--- config.mk ---
export PLATFORM = sky130hd
export DESIGN_NAME = boomerang_sequencer_flat
export DESIGN_NICKNAME = d
export VERILOG_FILES = /design/src/rtl/boomerang_sequencer_if.sv /design/src/rtl/boomerang_sequencer.sv /design/src/flat_wrapper.sv
export SDC_FILE = /design/constraint.sdc
export NUM_CORES = 1
export LEC_CHECK = 0
export BUFFER_PORTS_ARGS = -buffer_cell sky130_fd_sc_hd__buf_2
export CORE_MARGIN = 2
export CORE_UTILIZATION = 47
export CTS_CLUSTER_DIAMETER = 80
export DETAILED_ROUTE_END_ITERATION = 6
export GPL_TIMING_DRIVEN = 0
export PLACE_DENSITY = 0.67
export SYNTH_ARGS = -nofsm -noshare
export SYNTH_HDL_FRONTEND = slang
export SYNTH_SLANG_ARGS = --single-unit
export TNS_END_PERCENT = 10
--- constraint.sdc ---
create_clock -name clk -period 2 [get_ports clk]
set_input_delay 0.2 -clock clk [delete_from_list [all_inputs] [get_ports clk]]
set_output_delay 0.2 -clock clk [all_outputs]
set_load 0.005 [all_outputs]
--- src/rtl/boomerang_sequencer_if.sv ---
// Bundle of the button, counter handshake and status signals around the
// boomerang sequencer. The master modport is the sequencer side and the
// slave modport is the button/counter/LED side.
interface boomerang_sequencer_if;
  logic       go_btn;
  logic       done_fwd;
  logic       done_rev;
  logic       go_fwd;
  logic       go_rev;
  logic       busy;
  logic       green;
  logic       error;
  logic [7:0] bounce_cnt;

  modport master (
    input  go_btn,
    input  done_fwd,
    input  done_rev,
    output go_fwd,
    output go_rev,
    output busy,
    output green,
    output error,
    output bounce_cnt
  );

  modport slave (
    output go_btn,
    output done_fwd,
    output done_rev,
    input  go_fwd,
    input  go_rev,
    input  busy,
    input  green,
    input  error,
    input  bounce_cnt
  );
endinterface

--- src/rtl/boomerang_sequencer.sv ---
// Boomerang sequencer: debounces the go button, then runs NUM_BOUNCES
// forward/reverse counter legs. Each leg is guarded by a watchdog. The LED
// and status outputs are all registered.
module boomerang_sequencer #(
  parameter int unsigned DEBOUNCE_CYCLES = 16,
  parameter int unsigned NUM_BOUNCES     = 3,
  parameter int unsigned TIMEOUT_CYCLES  = 1000000
) (
  input  logic                   clk,
  input  logic                   rst_btn,
  boomerang_sequencer_if.master  bus
);

  typedef enum logic [2:0] {
    S_IDLE      = 3'd0,
    S_START_FWD = 3'd1,
    S_WAIT_FWD  = 3'd2,
    S_START_REV = 3'd3,
    S_WAIT_REV  = 3'd4,
    S_FINISH    = 3'd5,
    S_ERROR     = 3'd6
  } state_e;

  localparam logic [15:0] DEB_LAST = 16'(DEBOUNCE_CYCLES - 1);
  // The watchdog checks the value it is about to count up to. A leg therefore
  // times out on its TIMEOUT_CYCLES-1'th wait cycle. A done edge arriving on
  // that same cycle still takes priority.
  localparam logic [23:0] WD_LAST  = 24'(TIMEOUT_CYCLES - 2);
  localparam logic [7:0]  NB       = 8'(NUM_BOUNCES);

  // Input conditioning state.
  logic        sync1_q, sync1_d;
  logic        sync2_q, sync2_d;
  logic        deb_level_q, deb_level_d;
  logic [15:0] deb_cnt_q, deb_cnt_d;
  logic        go_req_q, go_req_d;
  logic        done_fwd_prev_q, done_fwd_prev_d;
  logic        done_rev_prev_q, done_rev_prev_d;
  logic        done_fwd_rise_s;
  logic        done_rev_rise_s;

  // Sequencer state and registered outputs.
  state_e      state_q, state_d;
  logic [23:0] wdog_q, wdog_d;
  logic [7:0]  bounce_q, bounce_d;
  logic [7:0]  bounce_inc_s;
  logic        go_fwd_q, go_fwd_d;
  logic        go_rev_q, go_rev_d;
  logic        busy_q, busy_d;
  logic        green_q, green_d;
  logic        error_q, error_d;

  // Synchronise and debounce the active-low button, and detect rising edges on go and done.
  always_comb begin
    sync1_d         = ~bus.go_btn;
    sync2_d         = sync1_q;
    deb_level_d     = deb_level_q;
    deb_cnt_d       = deb_cnt_q;
    if (sync2_q != deb_level_q) begin
      if (deb_cnt_q == DEB_LAST) begin
        deb_level_d = sync2_q;
        deb_cnt_d   = 16'd0;
      end else begin
        deb_cnt_d   = deb_cnt_q + 16'd1;
      end
    end else begin
      deb_cnt_d     = 16'd0;
    end
    go_req_d        = deb_level_d & ~deb_level_q;
    done_fwd_prev_d = bus.done_fwd;
    done_rev_prev_d = bus.done_rev;
    done_fwd_rise_s = bus.done_fwd & ~done_fwd_prev_q;
    done_rev_rise_s = bus.done_rev & ~done_rev_prev_q;
  end

  // Input conditioning registers. At reset they read as "button released".
  always_ff @(posedge clk or negedge rst_btn) begin
    if (!rst_btn) begin
      sync1_q         <= 1'b0;
      sync2_q         <= 1'b0;
      deb_level_q     <= 1'b0;
      deb_cnt_q       <= 16'd0;
      go_req_q        <= 1'b0;
      done_fwd_prev_q <= 1'b0;
      done_rev_prev_q <= 1'b0;
    end else begin
      sync1_q         <= sync1_d;
      sync2_q         <= sync2_d;
      deb_level_q     <= deb_level_d;
      deb_cnt_q       <= deb_cnt_d;
      go_req_q        <= go_req_d;
      done_fwd_prev_q <= done_fwd_prev_d;
      done_rev_prev_q <= done_rev_prev_d;
    end
  end

  // Sequencer next-state logic. The outputs are decoded from the next state so that their flops line up with the state flops.
  always_comb begin
    state_d      = state_q;
    wdog_d       = wdog_q;
    bounce_d     = bounce_q;
    green_d      = green_q;
    error_d      = error_q;
    bounce_inc_s = bounce_q + 8'd1;
    case (state_q)
      S_IDLE, S_ERROR: begin
        if (go_req_q) begin
          state_d  = S_START_FWD;
          green_d  = 1'b0;
          error_d  = 1'b0;
          bounce_d = 8'd0;
        end else begin
          state_d  = state_q;
        end
      end
      S_START_FWD: begin
        state_d = S_WAIT_FWD;
        wdog_d  = 24'd0;
      end
      S_WAIT_FWD: begin
        if (done_fwd_rise_s) begin
          state_d = S_START_REV;
        end else if (wdog_q == WD_LAST) begin
          state_d = S_ERROR;
          error_d = 1'b1;
        end else begin
          wdog_d  = wdog_q + 24'd1;
        end
      end
      S_START_REV: begin
        state_d = S_WAIT_REV;
        wdog_d  = 24'd0;
      end
      S_WAIT_REV: begin
        if (done_rev_rise_s) begin
          bounce_d = bounce_inc_s;
          if (bounce_inc_s == NB) begin
            state_d = S_FINISH;
            green_d = 1'b1;
          end else begin
            state_d = S_START_FWD;
          end
        end else if (wdog_q == WD_LAST) begin
          state_d = S_ERROR;
          error_d = 1'b1;
        end else begin
          wdog_d  = wdog_q + 24'd1;
        end
      end
      S_FINISH: begin
        state_d = S_IDLE;
      end
      default: begin
        state_d = S_IDLE;
      end
    endcase
    go_fwd_d = (state_d == S_START_FWD);
    go_rev_d = (state_d == S_START_REV);
    busy_d   = (state_d == S_START_FWD) || (state_d == S_WAIT_FWD) ||
               (state_d == S_START_REV) || (state_d == S_WAIT_REV) ||
               (state_d == S_FINISH);
  end

  // Sequencer state, watchdog and registered outputs.
  always_ff @(posedge clk or negedge rst_btn) begin
    if (!rst_btn) begin
      state_q  <= S_IDLE;
      wdog_q   <= 24'd0;
      bounce_q <= 8'd0;
      go_fwd_q <= 1'b0;
      go_rev_q <= 1'b0;
      busy_q   <= 1'b0;
      green_q  <= 1'b0;
      error_q  <= 1'b0;
    end else begin
      state_q  <= state_d;
      wdog_q   <= wdog_d;
      bounce_q <= bounce_d;
      go_fwd_q <= go_fwd_d;
      go_rev_q <= go_rev_d;
      busy_q   <= busy_d;
      green_q  <= green_d;
      error_q  <= error_d;
    end
  end

  assign bus.go_fwd     = go_fwd_q;
  assign bus.go_rev     = go_rev_q;
  assign bus.busy       = busy_q;
  assign bus.green      = green_q;
  assign bus.error      = error_q;
  assign bus.bounce_cnt = bounce_q;

endmodule

--- src/flat_wrapper.sv ---
// flat-port wrapper written by rule: the top's interface ports become plain ports
module boomerang_sequencer_flat 
#(
  parameter int unsigned DEBOUNCE_CYCLES = 16,
  parameter int unsigned NUM_BOUNCES     = 3,
  parameter int unsigned TIMEOUT_CYCLES  = 1000000
)
  (clk, rst_btn, bus_go_btn, bus_done_fwd, bus_done_rev, bus_go_fwd, bus_go_rev, bus_busy, bus_green, bus_error, bus_bounce_cnt);
  boomerang_sequencer_if bus_i ();
  input  logic clk;
  input  logic rst_btn;
  input wire logic [$bits(bus_i.go_btn)-1:0] bus_go_btn;
  input wire logic [$bits(bus_i.done_fwd)-1:0] bus_done_fwd;
  input wire logic [$bits(bus_i.done_rev)-1:0] bus_done_rev;
  output wire logic [$bits(bus_i.go_fwd)-1:0] bus_go_fwd;
  output wire logic [$bits(bus_i.go_rev)-1:0] bus_go_rev;
  output wire logic [$bits(bus_i.busy)-1:0] bus_busy;
  output wire logic [$bits(bus_i.green)-1:0] bus_green;
  output wire logic [$bits(bus_i.error)-1:0] bus_error;
  output wire logic [$bits(bus_i.bounce_cnt)-1:0] bus_bounce_cnt;
  assign bus_i.go_btn = bus_go_btn;
  assign bus_i.done_fwd = bus_done_fwd;
  assign bus_i.done_rev = bus_done_rev;
  assign bus_go_fwd = bus_i.go_fwd;
  assign bus_go_rev = bus_i.go_rev;
  assign bus_busy = bus_i.busy;
  assign bus_green = bus_i.green;
  assign bus_error = bus_i.error;
  assign bus_bounce_cnt = bus_i.bounce_cnt;
  boomerang_sequencer #(.DEBOUNCE_CYCLES(DEBOUNCE_CYCLES), .NUM_BOUNCES(NUM_BOUNCES), .TIMEOUT_CYCLES(TIMEOUT_CYCLES)) u_core (.clk(clk), .rst_btn(rst_btn), .bus(bus_i));
endmodule
# ---- Word-level counts from Yosys, hierarchy flattened
# Cells that the tools add are included.
dict set report op_classes {
  shifts 0
  reduce_logical 14
  muxes 25
  mul 0
  addsub 3
  order_cmp 0
  div 0
  eq_ne 19
  n_bitwise 7
}
# cell n
set op_table {}
lappend op_table {{24-bit 2-to-1 mux} 3}
lappend op_table {{24-bit one-hot mux with 3 select lines} 1}
lappend op_table {{16-bit 2-to-1 mux} 2}
lappend op_table {{24-bit by 1-bit adder with 24-bit output (second input constant)} 1}
lappend op_table {{24-bit by 20-bit equality test with 1-bit output (second input constant)} 1}
lappend op_table {{16-bit by 1-bit adder with 16-bit output (second input constant)} 1}
lappend op_table {{16-bit by 4-bit equality test with 1-bit output (second input constant)} 1}
lappend op_table {{8-bit 2-to-1 mux} 2}
lappend op_table {{8-bit one-hot mux with 2 select lines} 1}
lappend op_table {{3-bit 2-to-1 mux} 5}
lappend op_table {{3-bit one-hot mux with 5 select lines} 1}
lappend op_table {{3-bit by 2-bit equality test with 1-bit output (second input constant)} 4}
lappend op_table {{3-bit equality test (second input constant)} 4}
lappend op_table {{8-bit by 1-bit adder with 8-bit output (second input constant)} 1}
lappend op_table {{8-bit by 2-bit equality test with 1-bit output (second input constant)} 1}
lappend op_table {{1-bit 2-to-1 mux} 8}
lappend op_table {{4-bit AND reduction} 2}
lappend op_table {{3-bit by 1-bit equality test with 1-bit output (second input constant)} 2}
lappend op_table {{2-bit by 1-bit inequality test with 1-bit output (second input constant)} 3}
lappend op_table {{3-bit AND reduction} 2}
lappend op_table {{3-bit nonzero test} 2}
lappend op_table {{1-bit logical OR} 4}
lappend op_table {{2-bit inequality test (second input constant)} 2}
lappend op_table {{1-bit inverter} 4}
lappend op_table {{7 further kinds} 10}
dict set report word_totals {
  regBits 62
  latchBits 0
  output_inout_bits 13
  elab_cells 83
  inputBits 5
  mem_bits_ro 0
  mem_bits_rw 0
  mem_count 0
}

# ---- Logic depth before layout (Yosys ltp)
# Gate-level depths: netlist of the first run.
dict set report depth {
  word_depth 10
  depth_mapped 10
  ltp_nobuf 8
}

# ---- Least setup slack after synthesis of the first run
# No wires, ideal clock.
dict set report synth_timing {
  kind {register to register}
  startpoint {reg u_core.wdog_q[0]}
  endpoint {reg u_core.wdog_q[23]}
  slack_ns -0.117
  period_less_slack_ns 2.117
  path_buffers 1
  t_arrival_ns 1.999
  setup_time_ns 0.118
  path_stages_with_launch 10
  path_cell_list {dfrtp_1 inv_1 ha_1 nor4bb_1 nand2_1 nor3_2 or2_1 buf_2 mux2_2 a21o_1}
}
dict set report synth_via {
  elab_chain_len 4
  word_cells_on_any_way 6
  classes_between {1 x add/sub; 1 x eq/ne; 4 x mux}
}
# element line_no
set synth_rtl {}
lappend synth_rtl {{start, declared} boomerang_sequencer.sv:44} ;# logic [23:0] wdog_q, wdog_d;
lappend synth_rtl {{start signal, assigned} boomerang_sequencer.sv:177} ;# wdog_q <= wdog_d;
lappend synth_rtl {{24-bit by 1-bit adder with 24-bit output or 24-bit by 20-bit equality test with 1-bit output (tied branches)} -}
lappend synth_rtl {{24-bit 2-to-1 mux (*)} {boomerang_sequencer.sv:123, boomerang_sequencer.sv:143}}
lappend synth_rtl {{24-bit 2-to-1 mux, on equally long branches} {boomerang_sequencer.sv:135, boomerang_sequencer.sv:121}}
lappend synth_rtl {{24-bit one-hot mux with 3 select lines (*)} boomerang_sequencer.sv:105} ;# case (state_q)
# Every way passes the cells marked *; elsewhere a longest branch is shown, timed or not. The select of a mux whose other input is x is not followed.
# A chain may end at the register's enable or synchronous reset.

# ---- Worst setup path in the final report of the first run
dict set report layout_timing {
  startpoint {reg u_core.state_q[1]}
  endpoint {reg u_core.wdog_q[19]}
}
dict set report layout_via {
  elab_chain_len 4
  word_cells_on_any_way 10
  classes_between {6 x eq/ne; 1 x mux; 3 x reduce/logical}
}
# element line_no
set layout_rtl {}
lappend layout_rtl {{start, declared} boomerang_sequencer.sv:43} ;# state_e state_q, state_d;
lappend layout_rtl {{start signal, assigned} boomerang_sequencer.sv:176} ;# state_q <= state_d;
lappend layout_rtl {{3-bit by 1-bit equality test with 1-bit output or 3-bit by 2-bit equality test with 1-bit output (tied branches)} boomerang_sequencer.sv:105}
lappend layout_rtl {{2-bit OR reduction (no source line)} -}
lappend layout_rtl {{3-bit nonzero test (no source line)} -}
lappend layout_rtl {{3-bit AND reduction (no source line)} -}
# Parallel ways exist; a longest one is shown, timed or not.

==> impl_metrics.toml, run 1 <==
[power_and_ir_drop]
p_leak_nw = 1.75
power_mw = 3.59
power_density_mw_per_mm2 = 884
vdd_drop_max_v = 0.000505

[clock_network]
insertion_delay_ps = 340
cts_buffers = 9
cts.path.max_buffers = 2
htree_num_levels = 3
numClockSinks = 62
cts.clk_slew.worst_paths_ps = 70
cts_tree = "built"
cts-root-buf = "clkbuf_8"

[sta]
setup_ws_ps = -0.654
tightest_slew_ps = 773
min_period_ps = 2000
skew_ps = 13.5
hold_viol = 0
setup_violations = 1
min_period_over_period_pct = 100
fmax_mhz = 500
slew_viol_final = 0
rsz0062_at_grt = "true"
slew_headroom_pct = 48.5

[placed_design]
post_dp_cell_area_mm2 = 0.00337
pre_cts_ws_ps = -279
gp_congestion = 0.815
portBuffers = 17
place.detailed.hpwl_mm = 4.24

[finish]
syn2layout_area_growth_pct = 27.5
final_util_pct = 62.9
nFillCells = 525
layout_commonest_cell = "dfrtp_1"
drive_gt1_share_pct = 25.5
fin_area_mm2 = 0.00406
final_cell_mix = "58 x dfrtp_1, 43 x nor2_1, 38 x nand2_1"
antenna-diode-count = 0
nNetsFinal = 391

[yosys]
synthCells = 333
synth_ff_type = "dfrtp_1"
yosys_warnings = 0
seq_area_frac_synth_pct = 48.7
netlist_area_mm2 = 0.00318
syn_area_per_cell_um2 = 9.56
ys_ff_latch = 62
synth_edf_count = 0
async_flop_share_pct = 100
syn_nets = 343
yosysUniqueCellTypes = 49

[outcome]
violations = "negative setup slack"
outcome = "finished with violations"

[setup_path]
worst-setup-path-type = "register to register"
worstReg2RegStart = "u_core.state_q[1]"
cp-endpoint = "u_core.wdog_q[19]"
cp.arrival_ps = 2280
startpoint_type = "register"
startpoint = "u_core.state_q[1]"
rr_endpoint = "u_core.wdog_q[19]"
ff2ff_path_depth = 8
path_cells = "buf_6 > nand2b_4 > nand2b_4 > a21o_1 > or2_1 > buf_6 > or4b_1 > nand2_1"
r2r_slack_ps = -0.7
worst_setup_path_end_kind = "register"
max_stage_delay_ps = 480
required_ps = 2280
cp_max_fo = 10
slowest_stage = "or4b_1"

[routing]
vias_per_cell = 5.73
vias = 2649
postRouteAntennaNets = 0
drtPass1Iterations = 6
first_iter_violations = 136
wire_per_inst_um = 15.6
drc = 0
routed_wl_mm = 7.19

[run]
maxCapViolCount = 0

[global_routing]
grt_pass1_wl_mm = 11.6
grt_max_degree = 63
overflow = 0
grt_pass1_vias = 2515
antenna_found_initial = 0
grt_util_all_layers_pct = 19.9

[die]
die_width_um = 86.3
coreArea_mm2 = 0.00646
rows = 29
start_util_pct = 49.3
die-area_mm2 = 0.00745
die_y_um = 86.3
ioPinCount = 18

[min_path]
min_path_type = "register to register"
[how the worst min path moves through the flow]
stage | startpoint | end | slack [ps] | cells after the start
floorplan | rst_btn | u_core.bus.bounce_cnt[0] | -100 | 0
global placement | bus_done_fwd | u_core.done_fwd_prev_q | 330 | 1
detailed placement | bus_done_fwd | u_core.done_fwd_prev_q | 330 | 1
CTS | rst_btn | u_core.bus.bounce_cnt[3] | 210 | 1
global route | u_core.sync1_q | u_core.sync2_q | 370 | 0
finish | u_core.sync1_q | u_core.sync2_q | 350 | 0
[state kept, by name (all words and copies together) (netlist names)]
name / cells
u_core.bus.green: 1
u_core.done_rev_prev_q: 1
u_core.wdog_q: 24
u_core.bus.bounce_cnt: 8
u_core.bus.go_fwd: 1
u_core.deb_level_q: 1
u_core.go_req_q: 1
u_core.bus.error: 1
u_core.deb_cnt_q: 16
u_core.sync1_q: 1
u_core.done_fwd_prev_q: 1
u_core.bus.go_rev: 1
u_core.sync2_q: 1
u_core.state_q: 3
u_core.bus.busy: 1
[cells in the mapped netlist (6+ instances only)]
library cell / instances / area, um^2
nand2_1: 41 / 154
xor2_1: 9 / 78.8
o21ai_0: 17 / 85.1
xnor2_1: 25 / 219
nand3_1: 17 / 85.1
nand4_1: 8 / 50.1
nor3_1: 8 / 40.0
and3_1: 8 / 50.1
nor2_1: 43 / 161
inv_1: 6 / 22.5
clkbuf_1: 9 / 33.8
dfrtp_1: 62 / 1550
nor4_1: 14 / 87.6
[cell type report]
cell class                      instances  area [um^2]  share of cell area, %
Tap cell                               77         96.3                   2.37
Clock inverter                          4         72.6                   1.79
Clock buffer                           11          131                   3.24
Buffer                                 11         73.8                   1.82
Inverter                                6         22.5                  0.555
Multi-Input combinational cell        252         1840                   45.4
Timing Repair Buffer                   39          263                   6.47
Sequential cell                        62         1560                   38.3
[timing repair]
| item | 4_1_cts | 5_1_grt |
|---|---|---|
| endpoints found under the hold margin | 3 | 2 |
| hold buffers | 3 | 1 |
| pin swaps | 5 | 20 |
| setup endpoints to repair | 20 | 30 |
| gates resized for setup | 18 | 51 |
| setup buffers | 15 | 3 |
[layer usage]
layer / vias to the layer above / track usage, % / wire (um)
li1: 1280 / - / -
met1: 1288 / 27.5 / 3320
met2: 58 / 29.7 / 3410
met3: 23 / 3.81 / 226
met4: 0 / 10.5 / 228
met5: - / 0 / 0
[worst max-delay path: cells and delay by family (launching register included)]
family / cells / cell delay [ps]
simple gates: 5 / 1100
flops: 1 / 380
buf+inv: 2 / 280
compound gates: 1 / 190
[power by group]
part	internal, mW	total (mW)	switching (mW)
clock	0.694	1.17	0.477
sequential	1.36	1.46	0.102
combinational	0.368	0.956	0.588
[cells by family (layout without fill, tap and decap cells)]
logic type	Yosys count	in the layout	share of synthesized area, %
AO/OA/AOI/OAI	37	37	7.58
XOR/XNOR	34	34	9.35
adder cells (fa/ha/maj)	5	5	1.96
buffers and inverters	19	71	2.36
flip-flops	62	62	48.7
multiplexers	4	4	1.34
AND/OR/NAND/NOR	172	172	28.7
[stage by stage]
step | cells | TNS (ps) | hold WS, ps
after floorplan | 333 | -35.4 | -95.6
after global placement | 427 | -3000 | 326
after detailed placement | 427 | -3640 | 330
after CTS | 460 | -229 | 213
after global routing | 462 | -699 | 368
final | 462 | -0.654 | 347
(Power assumes the default switching activity.)
==> run 2: changes to the inputs <==
CORE_MARGIN = default   (was 2)
==> run 2 against run 1 <==
  * The flow finishes with violations (design-rule violations, negative hold slack)
  * First-iteration DRC count is 24% lower
  * Total power is 0.48% lower
  * Non-clock buffer count is 9 lower
  * Via count is 2.7% lower
  * Maximum frequency is 1.7% higher
  * Sequential power hardly changed
  * Sequential share of layout area is 2.1 points higher
  * Global-route usage is 0.88 points higher
  * Combinational power is 7.0% lower
  * Critical endpoint is now u_core.wdog_q[23]
  * Largest power group unchanged
==> impl_metrics.toml, run 2 (synthesis results as in run 1) <==
[outcome]
outcome = "finished with violations"
violations = "design-rule violations, negative hold slack"

[sta]
min_period_over_period_pct = 98.3
final.setup.tns_ps = 0
tightest_slew_ps = 758
slew_viol_final = 0
slew_headroom_pct = 49.5
rsz0062_at_grt = "true"
setup_ws_ps = 33.2
fmax_mhz = 508
skew_ps = 10.5
hold_ws_ps = -73.3
hold_viol = 62
setup_violations = 0
min_period_ps = 1970

[finish]
drive_gt1_share_pct = 22.3
syn2layout_area_growth_pct = 21.4
nNetsFinal = 382
largest_register_ffs = 24
final_util_pct = 59.9
layout_commonest_cell = "dfrtp_1"
regMostFlops = "u_core.wdog_q"
antenna-diode-count = 0
final_cell_mix = "52 x dfrtp_1, 43 x nor2_1, 38 x nand2_1"

[placed_design]
gp_congestion = 0.805
place.detailed.hpwl_mm = 4.34
pre_cts_ws_ps = -289
portBuffers = 17

[clock_network]
cts.path.max_buffers = 2
insertion_delay_ps = 340
htree_num_levels = 3
cts.clk_slew.worst_paths_ps = 70
numClockSinks = 62
cts-root-buf = "clkbuf_8"
cts_buffers = 9
cts_tree = "built"

[global_routing]
overflow = 0
grt_pass1_vias = 2513
grt_util_all_layers_pct = 20.7
grt_max_degree = 63
grt_pass1_wl_mm = 11.7
antenna_found_initial = 0

[die]
die_y_um = 84.3
start_util_pct = 49.3
ioPinCount = 18
die_width_um = 84.3
die-area_mm2 = 0.00711
rows = 29
coreArea_mm2 = 0.00646

[setup_path]
cp.arrival_ps = 2190
worst_setup_path_end_kind = "register"
r2r_slack_ps = 30
ff2ff_path_depth = 7
rr_endpoint = "u_core.wdog_q[23]"
required_ps = 2220
cp_max_fo = 7
startpoint_type = "register"
worstReg2RegStart = "u_core.wdog_q[6]"
worst-setup-path-type = "register to register"

[power_and_ir_drop]
power_mw = 3.57
power_density_mw_per_mm2 = 924
vdd_drop_max_v = 0.000484
p_leak_nw = 1.71

[routing]
postRouteAntennaNets = 0
drtPass1Iterations = 6
vias = 2577
drc = 2
vias_per_cell = 5.68
routed_wl_mm = 6.82
wire_per_inst_um = 15.0
first_iter_violations = 103

[run]
maxCapViolCount = 0

[min_path]
min_path_type = "input pin to asynchronous set/reset pin"
-- run 2: cell count changes in the layout (fill, tap and decap cells not counted), moves of 2 or more --
cell,before,now
nor4_4,8,1
dfrtp_2,4,10
nor4_1,3,13
buf_4,19,14
dlygate4sd3_1,4,2
buf_6,4,2
nand3_2,1,3
or3_1,3,5
dfrtp_1,58,52
nor4_2,4,1
or3_4,2,0
-- run 2: critical path: stages (launching register included) --
cell and delay (ps):
dfrtp_2 450, nor4_2 300, nand2_1 150, nor3_4 240
or2_1 150, buf_6 130, mux2_4 290, a21o_1 150
-- run 2: power by group --
part	switching (mW)	leakage (nW)	internal (mW)	total, mW
combinational	0.524	0.773	0.365	0.889
sequential	0.111	0.824	1.36	1.47
clock	0.476	0.110	0.733	1.21
total	1.11	1.71	2.46	3.57
-- run 2: area by class of cell --
| class | instances | area (um^2) |
|---|---|---|
| repair buffers | 32 | 205 |
| inverters | 6 | 22.5 |
| fillers | 559 | 2590 |
| clock buffers | 12 | 145 |
| flip-flops and latches | 62 | 1560 |
| plain buffers | 9 | 51.3 |
| clock inverters | 4 | 70.1 |
| well taps | 77 | 96.3 |
| multi-input cells | 252 | 1710 |
-- run 2: stage by stage --
| step | cells | cell area [um^2] |
|---|---|---|
| 2_1_floorplan | 333 | 3190 |
| 3_3_place_gp | 427 | 3370 |
| 3_5_place_dp | 427 | 3370 |
| 4_1_cts | 453 | 3740 |
| 5_1_grt | 454 | 3870 |
| 6_report | 454 | 3870 |
-- run 2: timing repair --
item | in CTS | in global routing
hold buffers | 2 | 0
pin swaps | 7 | 5
gates resized for setup | 20 | 26
endpoints found under the hold margin | 2 | 0
endpoints found under the setup margin | 20 | 30
setup buffers | 9 | 4
-- run 2: worst max path at each step --
stage                                 start  depth (start not counted)                 to
after floorplan           u_core.state_q[1]                          9  u_core.wdog_q[21]
after global routing       u_core.wdog_q[6]                          7  u_core.wdog_q[23]
after CTS                  u_core.wdog_q[0]                          8    u_core.bus.busy
after global placement     u_core.wdog_q[0]                          9  u_core.wdog_q[23]
final                      u_core.wdog_q[6]                          7  u_core.wdog_q[23]
after detailed placement  u_core.state_q[1]                          9  u_core.wdog_q[21]
-- run 2: routing by layer --
| metal | global-route usage, % | part of all wire (%) | up-vias |
|---|---|---|---|
| li1 | - | - | 1268 |
| met1 | 27.2 | 46 | 1268 |
| met4 | 8.78 | 1.0 | 0 |
| met2 | 34.1 | 50 | 35 |
| met5 | 0 | 0 | - |
| met3 | 3.74 | 2.6 | 6 |
